<file path="src/rtl/bus_bridge_pkg.sv">
// Shared definitions for the UART-to-serial-bus bridge pair (master and slave side).
package bus_bridge_pkg;

  localparam int unsigned FRAME_WIDTH = 21;
  localparam int unsigned MODE_BIT    = 0;
  localparam int unsigned ADDR_LSB    = 1;
  localparam int unsigned DATA_LSB    = 13;

  typedef enum logic [3:0] {
    ST_IDLE,
    ST_REQ,
    ST_ADDR,
    ST_ACK,
    ST_WDATA_WAIT,
    ST_WDATA,
    ST_RDATA,
    ST_UTX,
    ST_DONE
  } state_e;

endpackage

</file>
<file path="src/rtl/bus_bridge_master_port.sv">
// Bus-side engine: arbitrates, shifts address/write data out, collects read data, hands the byte to the UART.
module bus_bridge_master_port
  import bus_bridge_pkg::*;
#(
  parameter int unsigned DATA_WIDTH  = 8,
  parameter int unsigned ADDR_WIDTH  = 12,
  parameter int unsigned ACK_TIMEOUT = 16
) (
  input  logic                   clk,
  input  logic                   rstn,
  input  logic                   frame_valid,
  input  logic [FRAME_WIDTH-1:0] frame,
  output logic                   frame_take,
  output logic                   mbreq,
  input  logic                   mbgrant,
  output logic                   mwdata,
  output logic                   mmode,
  output logic                   mvalid,
  input  logic                   mrdata,
  input  logic                   svalid,
  input  logic                   sready,
  input  logic                   ack,
  output logic [DATA_WIDTH-1:0]  tx_byte,
  output logic                   tx_start,
  input  logic                   tx_busy,
  output logic                   err_set,
  output logic                   busy
);

  localparam int unsigned AIW = $clog2(ADDR_WIDTH);
  localparam int unsigned DIW = $clog2(DATA_WIDTH);
  localparam logic [3:0] ADDR_LAST = 4'(ADDR_WIDTH - 1);
  localparam logic [3:0] DATA_LAST = 4'(DATA_WIDTH - 1);
  localparam logic [3:0] TO_LAST   = 4'(ACK_TIMEOUT - 1);

  state_e                  state_q, state_d;
  logic [3:0]              cnt_q, cnt_d;
  logic                    mode_q, mode_d;
  logic [ADDR_WIDTH-1:0]   addr_q, addr_d;
  logic [DATA_WIDTH-1:0]   data_q, data_d;
  logic [DATA_WIDTH-1:0]   rdata_q, rdata_d;

  assign busy    = (state_q != ST_IDLE);
  assign tx_byte = rdata_q;

  always_comb begin
    state_d    = state_q;
    cnt_d      = cnt_q;
    mode_d     = mode_q;
    addr_d     = addr_q;
    data_d     = data_q;
    rdata_d    = rdata_q;
    frame_take = 1'b0;
    mbreq      = 1'b0;
    mvalid     = 1'b0;
    mwdata     = 1'b0;
    mmode      = 1'b0;
    tx_start   = 1'b0;
    err_set    = 1'b0;
    unique case (state_q)
      ST_IDLE: begin
        if (frame_valid) begin
          frame_take = 1'b1;
          mode_d     = frame[MODE_BIT];
          addr_d     = frame[ADDR_LSB +: ADDR_WIDTH];
          data_d     = frame[DATA_LSB +: DATA_WIDTH];
          state_d    = ST_REQ;
        end
      end
      ST_REQ: begin
        mbreq = 1'b1;
        if (mbgrant) state_d = ST_ADDR;
      end
      ST_ADDR: begin
        mbreq = 1'b1;
        mmode = mode_q;
        if (!mbgrant) begin
          state_d = ST_REQ;
        end else begin
          mvalid = 1'b1;
          mwdata = addr_q[cnt_q[AIW-1:0]];
          if (cnt_q == ADDR_LAST) state_d = ST_ACK;
          else                    cnt_d   = cnt_q + 1'b1;
        end
      end
      ST_ACK: begin
        mbreq = 1'b1;
        if (ack)                   state_d = mode_q ? ST_WDATA_WAIT : ST_RDATA;
        else if (cnt_q == TO_LAST) begin
          err_set = 1'b1;
          state_d = ST_DONE;
        end else                   cnt_d = cnt_q + 1'b1;
      end
      ST_WDATA_WAIT: begin
        mbreq = 1'b1;
        if (sready) state_d = ST_WDATA;
      end
      ST_WDATA: begin
        mbreq = 1'b1;
        mmode = mode_q;
        // Losing grant mid-data replays the whole transaction from address bit 0.
        if (!mbgrant) begin
          state_d = ST_REQ;
        end else begin
          mvalid = 1'b1;
          mwdata = data_q[cnt_q[DIW-1:0]];
          if (cnt_q == DATA_LAST) state_d = ST_DONE;
          else                    cnt_d   = cnt_q + 1'b1;
        end
      end
      ST_RDATA: begin
        mbreq = 1'b1;
        if (svalid) begin
          rdata_d[cnt_q[DIW-1:0]] = mrdata;
          if (cnt_q == DATA_LAST) state_d = ST_UTX;
          else                    cnt_d   = cnt_q + 1'b1;
        end
      end
      ST_UTX: begin
        // cnt_q sequences: 0 = launch byte, 1 = wait for tx_busy rise, 2 = wait for fall.
        mbreq = 1'b1;
        unique case (cnt_q)
          4'd0: begin
            tx_start = 1'b1;
            cnt_d    = 4'd1;
          end
          4'd1:    if (tx_busy)  cnt_d   = 4'd2;
          default: if (!tx_busy) state_d = ST_DONE;
        endcase
      end
      ST_DONE: state_d = ST_IDLE;
      default: state_d = ST_IDLE;
    endcase
    if (state_d != state_q) cnt_d = '0;
  end

  always_ff @(posedge clk or negedge rstn) begin
    if (!rstn) begin
      state_q <= ST_IDLE;
      cnt_q   <= '0;
      mode_q  <= 1'b0;
      addr_q  <= '0;
      data_q  <= '0;
      rdata_q <= '0;
    end else begin
      state_q <= state_d;
      cnt_q   <= cnt_d;
      mode_q  <= mode_d;
      addr_q  <= addr_d;
      data_q  <= data_d;
      rdata_q <= rdata_d;
    end
  end

endmodule

</file>
<file path="src/rtl/uart.sv">
// Minimal 8N1-style UART: independent TX and RX widths, start bit 0, data LSB first, stop bit 1.
module uart #(
  parameter int unsigned CLOCKS_PER_PULSE = 5208,
  parameter int unsigned TX_DATA_WIDTH    = 8,
  parameter int unsigned RX_DATA_WIDTH    = 8
) (
  input  logic                     clk,
  input  logic                     rstn,
  input  logic [TX_DATA_WIDTH-1:0] data_in,
  input  logic                     data_en,
  input  logic                     rx,
  output logic                     tx,
  output logic                     tx_busy,
  output logic [RX_DATA_WIDTH-1:0] data_out,
  output logic                     ready
);

  localparam int unsigned CW  = $clog2(CLOCKS_PER_PULSE) + 1;
  localparam int unsigned TXW = TX_DATA_WIDTH + 2;
  localparam int unsigned TBW = $clog2(TXW) + 1;
  localparam int unsigned BW  = $clog2(RX_DATA_WIDTH + 2) + 1;
  localparam logic [CW-1:0] LAST_CLK = CW'(CLOCKS_PER_PULSE - 1);
  localparam logic [CW-1:0] HALF_CLK = CW'(CLOCKS_PER_PULSE / 2);

  logic [TXW-1:0]           tx_shift_q, tx_shift_d;
  logic [TBW-1:0]           tx_left_q, tx_left_d;
  logic [CW-1:0]            tx_clk_q, tx_clk_d;
  logic [1:0]               rx_sync_q, rx_sync_d;
  logic                     rx_active_q, rx_active_d;
  logic [CW-1:0]            rx_clk_q, rx_clk_d;
  logic [BW-1:0]            rx_bit_q, rx_bit_d;
  logic [RX_DATA_WIDTH-1:0] rx_shift_q, rx_shift_d;
  logic                     ready_q, ready_d;
  logic                     rx_in;

  assign rx_in    = rx_sync_q[1];
  assign tx_busy  = (tx_left_q != '0);
  assign tx       = tx_busy ? tx_shift_q[0] : 1'b1;
  assign data_out = rx_shift_q;
  assign ready    = ready_q;

  always_comb begin
    tx_shift_d = tx_shift_q;
    tx_left_d  = tx_left_q;
    tx_clk_d   = tx_clk_q;
    if (tx_left_q == '0) begin
      if (data_en) begin
        tx_shift_d = {1'b1, data_in, 1'b0};
        tx_left_d  = TBW'(TXW);
        tx_clk_d   = '0;
      end
    end else if (tx_clk_q == LAST_CLK) begin
      tx_clk_d   = '0;
      tx_shift_d = {1'b1, tx_shift_q[TXW-1:1]};
      tx_left_d  = tx_left_q - 1'b1;
    end else begin
      tx_clk_d = tx_clk_q + 1'b1;
    end
  end

  // Bit index 0 is the start bit (re-checked mid-bit), then data bits, then the stop bit.
  always_comb begin
    rx_sync_d   = {rx_sync_q[0], rx};
    rx_active_d = rx_active_q;
    rx_clk_d    = rx_clk_q;
    rx_bit_d    = rx_bit_q;
    rx_shift_d  = rx_shift_q;
    ready_d     = 1'b0;
    if (!rx_active_q) begin
      if (!rx_in) begin
        rx_active_d = 1'b1;
        rx_clk_d    = HALF_CLK;
        rx_bit_d    = '0;
      end
    end else if (rx_clk_q == LAST_CLK) begin
      rx_clk_d = '0;
      rx_bit_d = rx_bit_q + 1'b1;
      if (rx_bit_q == '0) begin
        if (rx_in) rx_active_d = 1'b0;
      end else if (rx_bit_q <= BW'(RX_DATA_WIDTH)) begin
        rx_shift_d = {rx_in, rx_shift_q[RX_DATA_WIDTH-1:1]};
      end else begin
        rx_active_d = 1'b0;
        ready_d     = rx_in;
      end
    end else begin
      rx_clk_d = rx_clk_q + 1'b1;
    end
  end

  always_ff @(posedge clk or negedge rstn) begin
    if (!rstn) begin
      tx_shift_q  <= '1;
      tx_left_q   <= '0;
      tx_clk_q    <= '0;
      rx_sync_q   <= '1;
      rx_active_q <= 1'b0;
      rx_clk_q    <= '0;
      rx_bit_q    <= '0;
      rx_shift_q  <= '0;
      ready_q     <= 1'b0;
    end else begin
      tx_shift_q  <= tx_shift_d;
      tx_left_q   <= tx_left_d;
      tx_clk_q    <= tx_clk_d;
      rx_sync_q   <= rx_sync_d;
      rx_active_q <= rx_active_d;
      rx_clk_q    <= rx_clk_d;
      rx_bit_q    <= rx_bit_d;
      rx_shift_q  <= rx_shift_d;
      ready_q     <= ready_d;
    end
  end

endmodule

</file>
<file path="src/rtl/bus_bridge_master.sv">
// Remote bridge endpoint: UART request frames in, replayed as local bus master transactions; read bytes back over UART.
module bus_bridge_master
  import bus_bridge_pkg::*;
#(
  parameter int unsigned DATA_WIDTH            = 8,
  parameter int unsigned ADDR_WIDTH            = 12,
  parameter int unsigned UART_CLOCKS_PER_PULSE = 5208,
  parameter int unsigned ACK_TIMEOUT           = 16
) (
  input  logic clk,
  input  logic rstn,
  output logic mbreq,
  input  logic mbgrant,
  output logic mwdata,
  output logic mmode,
  output logic mvalid,
  input  logic mrdata,
  input  logic svalid,
  input  logic sready,
  input  logic ack,
  input  logic u_rx,
  output logic u_tx,
  output logic busy,
  output logic err,
  output logic ovf
);

  logic [FRAME_WIDTH-1:0] rx_frame;
  logic                   rx_ready;
  logic [FRAME_WIDTH-1:0] buf_q, buf_d;
  logic                   buf_valid_q, buf_valid_d;
  logic                   err_q, err_d;
  logic                   ovf_q, ovf_d;
  logic                   frame_take;
  logic                   err_set;
  logic                   tx_start;
  logic                   tx_busy;
  logic [DATA_WIDTH-1:0]  tx_byte;

  uart #(
    .CLOCKS_PER_PULSE(UART_CLOCKS_PER_PULSE),
    .TX_DATA_WIDTH   (DATA_WIDTH),
    .RX_DATA_WIDTH   (FRAME_WIDTH)
  ) u_uart (
    .clk     (clk),
    .rstn    (rstn),
    .data_in (tx_byte),
    .data_en (tx_start),
    .rx      (u_rx),
    .tx      (u_tx),
    .tx_busy (tx_busy),
    .data_out(rx_frame),
    .ready   (rx_ready)
  );

  bus_bridge_master_port #(
    .DATA_WIDTH (DATA_WIDTH),
    .ADDR_WIDTH (ADDR_WIDTH),
    .ACK_TIMEOUT(ACK_TIMEOUT)
  ) u_port (
    .clk        (clk),
    .rstn       (rstn),
    .frame_valid(buf_valid_q),
    .frame      (buf_q),
    .frame_take (frame_take),
    .mbreq      (mbreq),
    .mbgrant    (mbgrant),
    .mwdata     (mwdata),
    .mmode      (mmode),
    .mvalid     (mvalid),
    .mrdata     (mrdata),
    .svalid     (svalid),
    .sready     (sready),
    .ack        (ack),
    .tx_byte    (tx_byte),
    .tx_start   (tx_start),
    .tx_busy    (tx_busy),
    .err_set    (err_set),
    .busy       (busy)
  );

  // A frame arriving in the same cycle the engine drains the buffer is kept, not dropped.
  always_comb begin
    buf_d       = buf_q;
    buf_valid_d = buf_valid_q;
    ovf_d       = ovf_q;
    err_d       = err_q | err_set;
    if (frame_take) buf_valid_d = 1'b0;
    if (rx_ready) begin
      if (!buf_valid_q || frame_take) begin
        buf_d       = rx_frame;
        buf_valid_d = 1'b1;
      end else begin
        ovf_d = 1'b1;
      end
    end
  end

  always_ff @(posedge clk or negedge rstn) begin
    if (!rstn) begin
      buf_q       <= '0;
      buf_valid_q <= 1'b0;
      err_q       <= 1'b0;
      ovf_q       <= 1'b0;
    end else begin
      buf_q       <= buf_d;
      buf_valid_q <= buf_valid_d;
      err_q       <= err_d;
      ovf_q       <= ovf_d;
    end
  end

  assign err = err_q;
  assign ovf = ovf_q;

endmodule

</file>
<file path="config.mk">
export PLATFORM = sky130hd
export DESIGN_NAME = bus_bridge_master
export DESIGN_NICKNAME = d
export VERILOG_FILES = /design/src/rtl/bus_bridge_pkg.sv /design/src/rtl/bus_bridge_master_port.sv /design/src/rtl/uart.sv /design/src/rtl/bus_bridge_master.sv
export SDC_FILE = /design/constraint.sdc
export NUM_CORES = 1
export LEC_CHECK = 0
export BUFFER_PORTS_ARGS = -buffer_cell sky130_fd_sc_hd__buf_2
export CORE_MARGIN = 2
export CORE_UTILIZATION = 50
export CTS_CLUSTER_DIAMETER = 50
export CTS_CLUSTER_SIZE = 14
export DETAILED_ROUTE_END_ITERATION = 10
export PLACE_DENSITY = 0.66
export SYNTH_ARGS = -nofsm -noshare
export SYNTH_HDL_FRONTEND = slang
export SYNTH_SLANG_ARGS = --single-unit
export TNS_END_PERCENT = 5
</file>
<file path="constraint.sdc">
create_clock -name clk -period 3.2 [get_ports clk]
set_input_delay 0.64 -clock clk [delete_from_list [all_inputs] [get_ports clk]]
set_output_delay 0.64 -clock clk [all_outputs]
set_load 0.02 [all_outputs]
</file>
==> results of run 1 <==
kinds of logic after synthesis:
| kind of cell | after synthesis | share of synthesized area [%] |
|---|---|---|
| AO/OA/AOI/OAI | 117 | 12.4 |
| XOR/XNOR | 11 | 1.44 |
| adder cells (fa/ha/maj) | 10 | 1.86 |
| buffers and inverters | 45 | 3.45 |
| flip-flops | 134 | 50.2 |
| multiplexers | 78 | 13.9 |
| AND/OR/NAND/NOR | 207 | 16.8 |
where the power goes:
part           switching (mW)  internal (mW)
Combinational          0.0388        0.00917
Clock                   0.732           1.16
Sequential            0.00231           1.70
metrics by stage:
stage | worst slack, ns | cell area [um^2] | hold slack (ns)
floorplan | 0.768 | 6710 | 0.344
global placement | 0.672 | 6880 | 0.350
detailed placement | 0.573 | 6880 | 0.349
CTS | 0.181 | 7460 | 0.293
global route | 0.0499 | 7460 | 0.291
finish | 0.214 | 7460 | 0.280
registers in the layout, summed over array words and instances (netlist names), 8 cells and up:
| register | flops |
|---|---|
| buf_q | 21 |
| u_port.tx_byte | 8 |
| u_port.addr_q | 12 |
| u_uart.data_out | 21 |
| u_uart.tx_shift_q | 9 |
| u_uart.rx_clk_q | 14 |
| u_uart.tx_clk_q | 14 |
| u_port.data_q | 8 |
layout make-up:
type,count,area share [%]
clock buffer,19,5.94
clock inverter,12,1.74
inverter,12,0.604
multi-input combinational,423,41.7
sequential,134,45.2
tap,176,2.95
timing repair buffer,21,1.86
cells in the final DEF, fill, tap and decap left out, drive strengths merged, types with 6 or more instances in the layout:
cell type  Yosys  routed
xnor2          6       6
nor2b          9       9
a21oi         12      12
nand2         62      62
nand4          6       6
buf           22      21
ha            10      10
nand2b        10      10
and3          13      13
dfrtp        123     123
nand3         24      24
dfstp         11      11
nor2          35      35
inv           11      12
clkbuf        11      19
nor3          12      12
a31oi         15      15
mux2          72      72
o21ai         44      44
o31ai          8       8
final timing paths:
| kind | startpoint | cells after the start | endpoint |
|---|---|---|---|
| min in group clk | u_rx | 1 | u_uart.rx_sync_q[0] |
| max reg2reg | u_port.cnt_q[1] | 8 | u_port.cnt_q[2] |
| min | rstn | 1 | u_uart.rx_clk_q[7] |
| max | u_port.cnt_q[0] | 5 | mwdata |
| max in group asynchronous | rstn | 2 | u_uart.data_out[12] |
| min reg2reg | u_uart.rx_sync_q[0] | 0 | u_uart.rx_sync_q[1] |
per-layer routing:
layer	track usage [%]	routed length [um]
met1	27.2	6190
met2	31.5	6240
met3	6.23	545
met4	6.84	187
met5	0	0
critical path: cells and delay by family, from the launching register on:
kind                   cells  cell delay, ns
DFF                        1            0.74
muxes                      2            0.72
AOI/OAI and AO/OA          1            0.09
and+or+nand+nor            1            0.20
buffers and inverters      1            0.16
==> key figures, run 1 <==
Status
  – Status: finished, final reports clean

Logic synthesis
  – Most instantiated cells after synthesis: dfrtp_1 (123), mux2_2 (68), nand2_1 (62)
  – Flop and latch count out of synthesis: around 130
  – Cell count after synthesis: 602
  – Most frequent cell after synthesis: dfrtp_1
  – Asr flop ratio synth: 100%
  – Synth warn: 0
  – Ranking of synthesized cells by area: dfrtp_1 (46%), mux2_2 (11%), dfstp_2 (4.3%)
  – Top-area cell type share of the netlist area: 45.9%
  – Mapped Area: about 0.0067 mm^2
  – Area leader, netlist: dfrtp_1
  – Netlist cell types: between 70 and 80
  – Dominant synthesized flop cell: dfrtp_1
  – Syn avg cell area: 11.1 um^2
  – Post-synth EDFFs: 0
  – Seq/Total Area, Yosys: ~50%
  – Syn nets: 620

Timing
  – Skew final: 0.00591 ns
  – Fmax: roughly 330 MHz
  – Tmin final: 2.99 ns
  – Slew headroom: 44.0%
  – Setup TNS: 0 ns
  – Final Max Slew Viols: 0
  – Final hold violation count: 0
  – RSZ-0062 raised after global routing: false
  – Setup violators final: 0
  – Period Utilization, post-route: between 90% and 100%
  – Worst Max-Slew Pin Slew: 0.838 ns

CTS
  – Cts bufs inserted: 17
  – Post-cts hold buffer count: 0
  – Postcts setup bufs: 0
  – CTS sink cnt: 134
  – Deepest clock path buffer count: 2
  – CTS tree: done
  – Clock root cell: clkbuf_16
  – Htree depth: 4
  – Post-cts resize count: 0
  – Worst-Skew Late Latency: 0.43 ns
  – Clock transition at path regs: approximately 0.060 ns

Floorplanning
  – # rows: 42
  – Initial cell density of the core: 50.9%
  – IO Pins: 16
  – Vert. Die Dim: between 100 and 150 um
  – Chip width: approximately 120 um
  – DIE AREA: 0.0144 mm^2
  – Core area: 0.0132 mm^2

Cells and area
  – Diode count: 0
  – Reg area: 0.00337 mm^2
  – Layout cells sized above 1: 25.1%
  – Finished Layout Cells: 797
  – Number of fill cells: between 1000 and 1500
  – Post-Route Utilization: a little under three fifths
  – Area grow syn2layout: 11.1%
  – Multi-input combinational cell area: 0.00311 mm^2
  – Nets: 627

Global route
  – Largest net degree at the start of global routing: 87
  – Overflow after GRT: 0
  – Initial antenna violation count: 0
  – First-pass GRT wire length: 23100 um
  – Total GRT Usage: 20.3%
  – Vias in the first global route: around 4700

Setup path
  – Crit path DAT: 2.35 ns
  – Crit Path Class: register to output pin
  – Slowest stage cell, crit path: dfrtp_1
  – Crit-path cells: mux4_2 -> mux2i_1 -> o211ai_1 -> and3_1 -> buf_2
  – Maximum net fanout on the critical path: 16
  – Flop2flop setup slack: approximately 0.55 ns
  – Crit path largest cell delay: 0.74 ns
  – Crit. End Element: output pin
  – Req. time, crit path: ~2.6 ns
  – Crit start category: register

Detailed routing
  – Vias per cell: 5.78
  – DRT Pass-1 Iters: 5
  – Total wire length: 13200 um
  – Drt initial violations: around 320
  – # DRC: 0
  – Post-route ant nets: 0
  – Via count: 4609
  – Avg WL per Cell: between 15 and 20 um

Power
  – Pwr per Cell Area: 488 mW/mm^2
  – Peak supply drop: between 0.0003 and 0.0004 V
  – Lkg Pwr: about 3.4 nW
  – Total power: 3.64 mW

Place
  – Post-DP HPWL: between 8000 and 9000 um
  – Placer congestion estimate: 0.876
  – Placed Cells incl. Taps: around 770
  – Port Buf Inserts: 15

Flow run
  – Max Cap Viol: 0

Worst hold path
  – Worst Hold Class: input pin to async pin
(Power assumes the default switching activity.)
==> inputs of run 2 (changes only) <==
--- a/config.mk
+++ b/config.mk
@@ -13,4 +13,5 @@
 export DETAILED_ROUTE_END_ITERATION = 10
 export PLACE_DENSITY = 0.66
+export SKIP_LAST_GASP = 1
 export SYNTH_ARGS = -nofsm -noshare
 export SYNTH_HDL_FRONTEND = slang
==> constraint.sdc (replaced) <==
create_clock -name clk -period 3.2 [get_ports clk]
set_input_delay 0.48 -clock clk [delete_from_list [all_inputs] [get_ports clk]]
set_output_delay 0.48 -clock clk [all_outputs]
set_load 0.02 [all_outputs]
==> run 2 against run 1 <==
Worst hold slack lost 0.12 ns. Clock power increased by 11%. Setup slack gained 0.16 ns. Register-to-register slack hardly changed. Critical path type unchanged. Critical endpoint unchanged.
==> key figures, run 2 (same netlist as run 1, synthesis figures left out) <==
Floorplanning
  – Vert. Die Dim: 120 um (unchanged)
  – Core area: 0.0132 mm^2 (unchanged)
  – DIE AREA: 0.0144 mm^2 (unchanged)
  – # rows: 42 (unchanged)
  – Chip width: 120 um (unchanged)
  – IO Pins: 16 (unchanged)
  – Initial cell density of the core: 50.9% (unchanged)

Flow run
  – Max Cap Viol: 0 (unchanged)

CTS
  – Worst-Skew Late Latency: 0.42 ns (about the same)
  – Clock transition at path regs: 0.06 ns (about the same)
  – Htree depth: 4 (unchanged)
  – Deepest clock path buffer count: 2 (unchanged)
  – Clock root cell: clkbuf_16
  – CTS tree: done
  – CTS sink cnt: 134 (unchanged)
  – Cts bufs inserted: 17 (unchanged)
  – Postcts setup bufs: 0 (unchanged)

Cells and area
  – Area grow syn2layout: 12.3%
  – Reg area: 0.00337 mm^2 (unchanged)
  – Multi-input combinational cell area: 0.00311 mm^2 (unchanged)
  – Diode count: 0 (unchanged)
  – Most frequent cells in the layout: dfrtp_1 (123), mux2_2 (68), nand2_1 (62)
  – Most common cell after layout, fill and taps aside: dfrtp_1
  – Nets: 628 (+0.16%)
  – Number of fill cells: 1110 (-0.98%)
  – Layout cells sized above 1: 25.0% (-0.081 points)

Global route
  – Largest net degree at the start of global routing: 65 (-25%)
  – Initial antenna violation count: 0 (unchanged)
  – Vias in the first global route: 4424 (-5.9%)
  – Overflow after GRT: 0 (unchanged)
  – Total GRT Usage: 19.3% (-0.96 points)
  – First-pass GRT wire length: 21900 um (-5.2%)

Place
  – Placer congestion estimate: 0.826 (-5.8%)
  – Post-DP HPWL: 8640 um (-0.67%)
  – Port Buf Inserts: 15 (unchanged)

Timing
  – Setup violators final: 0 (unchanged)
  – Worst Max-Slew Pin Slew: 0.889 ns (+0.0509 ns)
  – Slew headroom: 40.6% (-3.4 points)
  – Period Utilization, post-route: 88.3% (-5.0 points)
  – Tmin final: 2.83 ns (-0.159 ns)
  – Setup TNS: 0 ns (unchanged)
  – RSZ-0062 raised after global routing: false
  – Fmax: 354 MHz (+5.6%)
  – Skew final: 0.00588 ns (-0.0000318 ns)
  – Fin Hold WS: 0.163 ns (-0.117 ns)
  – Final Max Slew Viols: 0 (unchanged)
  – Final hold violation count: 0 (unchanged)

Detailed routing
  – Via count: 4604 (-0.11%)
  – Drt initial violations: 237 (-26%)
  – Total wire length: 12900 um (-1.7%)
  – DRT Pass-1 Iters: 5 (unchanged)
  – # DRC: 0 (unchanged)
  – Post-route ant nets: 0 (unchanged)
  – Avg WL per Cell: 16.2 um (-2.0%)
  – Vias per cell: 5.76 (-0.36%)

Setup path
  – Flop2flop setup slack: 0.56 ns (about the same)
  – Crit Path Class: register to output pin
  – Crit path DAT: 2.35 ns (about the same)
  – Crit start category: register
  – Maximum net fanout on the critical path: 16 (unchanged)
  – R2r endpoint: u_port.cnt_q[2]
  – Req. time, crit path: 2.72 ns (+0.16 ns)
  – RR Startpoint: u_port.cnt_q[0]
  – Crit. End Element: output pin
  – R2r worst-path depth: 8 (unchanged)

Worst hold path
  – Worst Hold Class: input pin to register
  – Hold_sp: u_rx
  – WHS Path Cells: 1
  – Worst hold endpoint: u_uart.rx_sync_q[0]

Status
  – Status: finished, final reports clean

Power
  – Pwr per Cell Area: 510 mW/mm^2 (+4.5%)
  – Peak supply drop: 0.000372 V (+4.9%)
  – Lkg Pwr: 3.41 nW (+1.4%)
==> run 2: cell count changes in the layout (fill, tap and decap cells not counted), sizes merged <==
cell,delta
clkinvlp,-4
clkbuf,+3
bufinv,+2
clkinv,-1
dlygate4sd3,+1
inv,+1
==> run 2: how the worst max path moves through the flow <==
stage | endpoint | from | cells past startpoint | slack (ns)
2_1_floorplan | u_port.cnt_q[2] | u_port.cnt_q[0] | 10 | 0.77
3_3_place_gp | u_port.cnt_q[2] | u_port.cnt_q[0] | 8 | 0.65
3_5_place_dp | u_port.cnt_q[2] | u_port.cnt_q[0] | 8 | 0.58
4_1_cts | mwdata | u_port.cnt_q[0] | 5 | 0.33
5_1_grt | mwdata | u_port.cnt_q[0] | 5 | 0.23
6_report | mwdata | u_port.cnt_q[0] | 5 | 0.37
==> run 2: what timing repair did <==
action | 4_1_cts | 5_1_grt
hold endpoints to repair | 38 | 0
gates resized for setup | 0 | 0
hold buffers | 1 | 0
==> run 2: area by class of cell <==
type	count	share of cell area, %
inverters	12	0.598
repair buffers	22	1.98
clock inverters	10	2.22
well taps	176	2.92
clock buffers	22	6.29
multi-input cells	423	41.3
flip-flops and latches	134	44.7
==> run 2: worst max-delay path: stages (launching register included) <==
cell and delay (ns):
dfrtp_1 0.74, mux4_2 0.58, mux2i_1 0.14, o211ai_1 0.09
and3_1 0.20, buf_2 0.16
==> run 2: power by group <==
part	internal (mW)	switching, mW	total (mW)
clock	1.37	0.721	2.09
combinational	0.0100	0.0387	0.0487
sequential	1.70	0.00228	1.70
==> run 2: per-layer routing <==
layer,global-route usage [%],up-vias,wire length [um]
met1,25.6,2308,6100
met3,4.66,16,459
met4,7.35,0,183
li1,-,2209,-
met2,30.9,71,6190
met5,0,-,0
==> run 2: metrics by stage <==
step                      power, mW  cells  utilization (%)  setup slack, ns  cell area [um^2]
final                          3.84    799             57.1            0.373              7540
after global routing           3.98    799             57.1            0.233              7540
after CTS                      3.89    799             57.1            0.333              7540
after detailed placement       1.78    766             52.2            0.578              6880
after global placement         1.78    766             52.2            0.646              6880
after floorplan                1.73    602                -            0.768              6710
==> inputs of run 3 (changes only) <==
- BUFFER_PORTS_ARGS: -buffer_cell sky130_fd_sc_hd__buf_2 -> unset
- DONT_BUFFER_PORTS: unset -> 1
- PLACE_DENSITY: 0.66 -> unset
==> run 3 against run 2 <==
The run now ends with negative hold slack left. Via count is 0.41% lower. Critical path depth shrank 1. Total power fell by 7.4%. Worst hold slack worse by 0.41 ns. Sequential power hardly changed. Setup slack improved by 0.038 ns. Critical endpoint unchanged.
==> key figures, run 3 (same netlist as run 1, synthesis figures left out) <==
Timing
  – Min setup slack post-route: 0.411 ns (+0.0381 ns)
  – Worst Max-Slew Pin Slew: 0.898 ns (+0.00903 ns)
  – Skew final: 0.0105 ns (+0.00460 ns)
  – Period Utilization, post-route: 87.2% (-1.2 points)
  – RSZ-0062 raised after global routing: false
  – Setup TNS: 0 ns (unchanged)
  – Tmin final: 2.79 ns (-0.0381 ns)
  – Final hold violation count: 134 (+134)
  – Setup violators final: 0 (unchanged)
  – Fmax: 359 MHz (+1.4%)
  – Fin Hold WS: -0.251 ns (-0.414 ns)
  – Slew headroom: 40.0% (-0.60 points)
  – Final Max Slew Viols: 0 (unchanged)

Place
  – Worst slack, placed: 0.575 ns (-0.00257 ns)
  – Placer congestion estimate: 0.881 (+6.7%)
  – Placed Cells incl. Taps: 754 (-1.6%)
  – Post-DP Area: 0.00681 mm^2 (-1.0%)
  – Port Buf Inserts: 0 (-15)
  – Post-DP HPWL: 8940 um (+3.5%)

CTS
  – Cts bufs inserted: 17 (unchanged)
  – Postcts setup bufs: 0 (unchanged)
  – CTS sink cnt: 134 (unchanged)
  – Deepest clock path buffer count: 2 (unchanged)
  – CTS tree: done
  – Worst-Skew Late Latency: 0.43 ns (about the same)
  – Htree depth: 4 (unchanged)
  – Clock root cell: clkbuf_16
  – Clock transition at path regs: 0.06 ns (about the same)
  – Post-cts resize count: 0 (unchanged)

Detailed routing
  – Total wire length: 13200 um (+2.0%)
  – Drt initial violations: 390 (+65%)
  – # DRC: 0 (unchanged)
  – DRT Pass-1 Iters: 5 (unchanged)
  – Via count: 4585 (-0.41%)
  – Vias per cell: 5.83 (+1.2%)
  – Post-route ant nets: 0 (unchanged)
  – Avg WL per Cell: 16.8 um (+3.7%)

Setup path
  – Crit Path Class: register to output pin
  – Flop2flop setup slack: 0.56 ns (about the same)
  – Crit path from: u_port.cnt_q[0]
  – Slowest stage cell, crit path: dfrtp_1
  – Maximum net fanout on the critical path: 16 (unchanged)
  – Buf+Inv Stages, Crit Path: 0 (-1)
  – Req. time, crit path: 2.72 ns (about the same)
  – Crit path largest cell delay: 0.75 ns (about the same)
  – R2r worst-path depth: 8 (unchanged)
  – R2r endpoint: u_port.cnt_q[2]
  – Crit-path cells: mux4_2 -> mux2i_1 -> o211ai_1 -> and3_1
  – Critical path endpoint: mwdata
  – WP depth: 4 (-1)
  – Crit. End Element: output pin
  – RR Startpoint: u_port.cnt_q[0]
  – Family with the most delay on the worst path: flip-flops
  – Crit path DAT: 2.31 ns (-0.04 ns)
  – Crit start category: register

Cells and area
  – Final instance area: 0.00738 mm^2 (-2.1%)
  – Layout cells sized above 1: 23.9% (-1.1 points)
  – Nets: 615 (-2.1%)
  – Finished Layout Cells: 786 (-1.6%)
  – Diode count: 0 (unchanged)
  – Most frequent cells in the layout: dfrtp_1 (123), mux2_2 (68), nand2_1 (62)
  – Most common cell after layout, fill and taps aside: dfrtp_1
  – Number of fill cells: 1133 (+2.1%)
  – Area grow syn2layout: 9.92%

Power
  – Reg power frac: 47.8% (+3.5 points)
  – Comb pwr share: 0.1% (-1.2 points)
  – Clock power share: 52.1% (-2.4 points)
  – Psw: 0.764 mW (+0.32%)
  – Peak supply drop: 0.000344 V (-7.4%)
  – Pwr per Cell Area: 482 mW/mm^2 (-5.4%)
  – Total power: 3.56 mW (-7.4%)
  – Internal Power: 2.79 mW (-9.3%)
  – Switching part of the total: 21.5% (+1.7 points)
  – Lkg Pwr: 3.31 nW (-2.9%)

Worst hold path
  – Worst Hold Class: input pin to async pin

Flow run
  – Max Cap Viol: 0 (unchanged)

Global route
  – Initial antenna violation count: 0 (unchanged)
  – Total GRT Usage: 20.3% (+0.94 points)
  – First-pass GRT wire length: 22800 um (+4.0%)
  – Largest net degree at the start of global routing: 135 (+110%)
  – Vias in the first global route: 4425 (+0.023%)
  – Overflow after GRT: 0 (unchanged)

Floorplanning
  – IO Pins: 16 (unchanged)
  – # rows: 42 (unchanged)
  – Chip width: 120 um (unchanged)
  – DIE AREA: 0.0144 mm^2 (unchanged)
  – Initial cell density of the core: 50.9% (unchanged)
  – Vert. Die Dim: 120 um (unchanged)
  – Core area: 0.0132 mm^2 (unchanged)

Status
  – Status: finished with violations
  – Failing checks: negative hold slack
[run 3: cell types whose count changed in the layout (fill, tap and decap cells not counted), moves of 2 or more]
cell	delta
buf_4	+4
buf_2	-14
clkbuf_1	-2
inv_6	+2
clkinvlp_4	+2
bufinv_16	-3
clkinv_2	+3
clkbuf_8	-2
[run 3: layout make-up]
| class | instances | area, um^2 | share of cell area (%) |
|---|---|---|---|
| Tap cell | 176 | 220 | 2.99 |
| Inverter | 12 | 45.0 | 0.611 |
| Timing Repair Buffer | 9 | 67.6 | 0.916 |
| Sequential cell | 134 | 3370 | 45.6 |
| Multi-Input combinational cell | 423 | 3110 | 42.2 |
| Clock buffer | 18 | 439 | 5.95 |
| Clock inverter | 14 | 125 | 1.70 |
[run 3: layer usage]
layer	share of wire [%]	global-route usage (%)
met4	1.3	7.72
met5	0	0
met2	44	28.4
met1	50	29.6
met3	4.5	6.18
[run 3: per-stage QoR]
step,utilization (%),hold WS (ns)
floorplan,-,0.184
finish,55.9,-0.251
detailed placement,51.7,0.189
global route,55.9,-0.274
global placement,51.7,0.188
CTS,55.9,-0.275
[run 3: worst min-delay path by stage]
stage | end | slack, ns | start | depth (start not counted)
6_report | u_uart.rx_bit_q[5] | -0.25 | rstn | 0
5_1_grt | u_uart.rx_clk_q[11] | -0.27 | rstn | 0
4_1_cts | u_uart.rx_clk_q[6] | -0.27 | rstn | 0
3_5_place_dp | u_uart.rx_bit_q[5] | 0.19 | rstn | 0
3_3_place_gp | u_uart.rx_bit_q[5] | 0.19 | rstn | 0
2_1_floorplan | buf_q[0] | 0.18 | rstn | 0
[run 3: worst register-to-register path: cells and delay by family, from the launching register on]
family | cells | cell delay (ns)
flops | 1 | 0.75
fa+ha+maj | 1 | 0.33
simple gates | 1 | 0.15
compound gates | 5 | 1.09
buf+inv | 1 | 0.20
[run 3: power by group through the flow]
| stage | Combinational [mW] | Sequential (mW) | Clock (mW) |
|---|---|---|---|
| after global placement | 0.00382 | 1.73 | 0 |
| after global routing | 0.00437 | 1.70 | 1.97 |
| after CTS | 0.00387 | 1.70 | 1.90 |
| after detailed placement | 0.00388 | 1.73 | 0 |
| final | 0.00391 | 1.70 | 1.85 |
| after floorplan | 0.00468 | 1.73 | 0 |
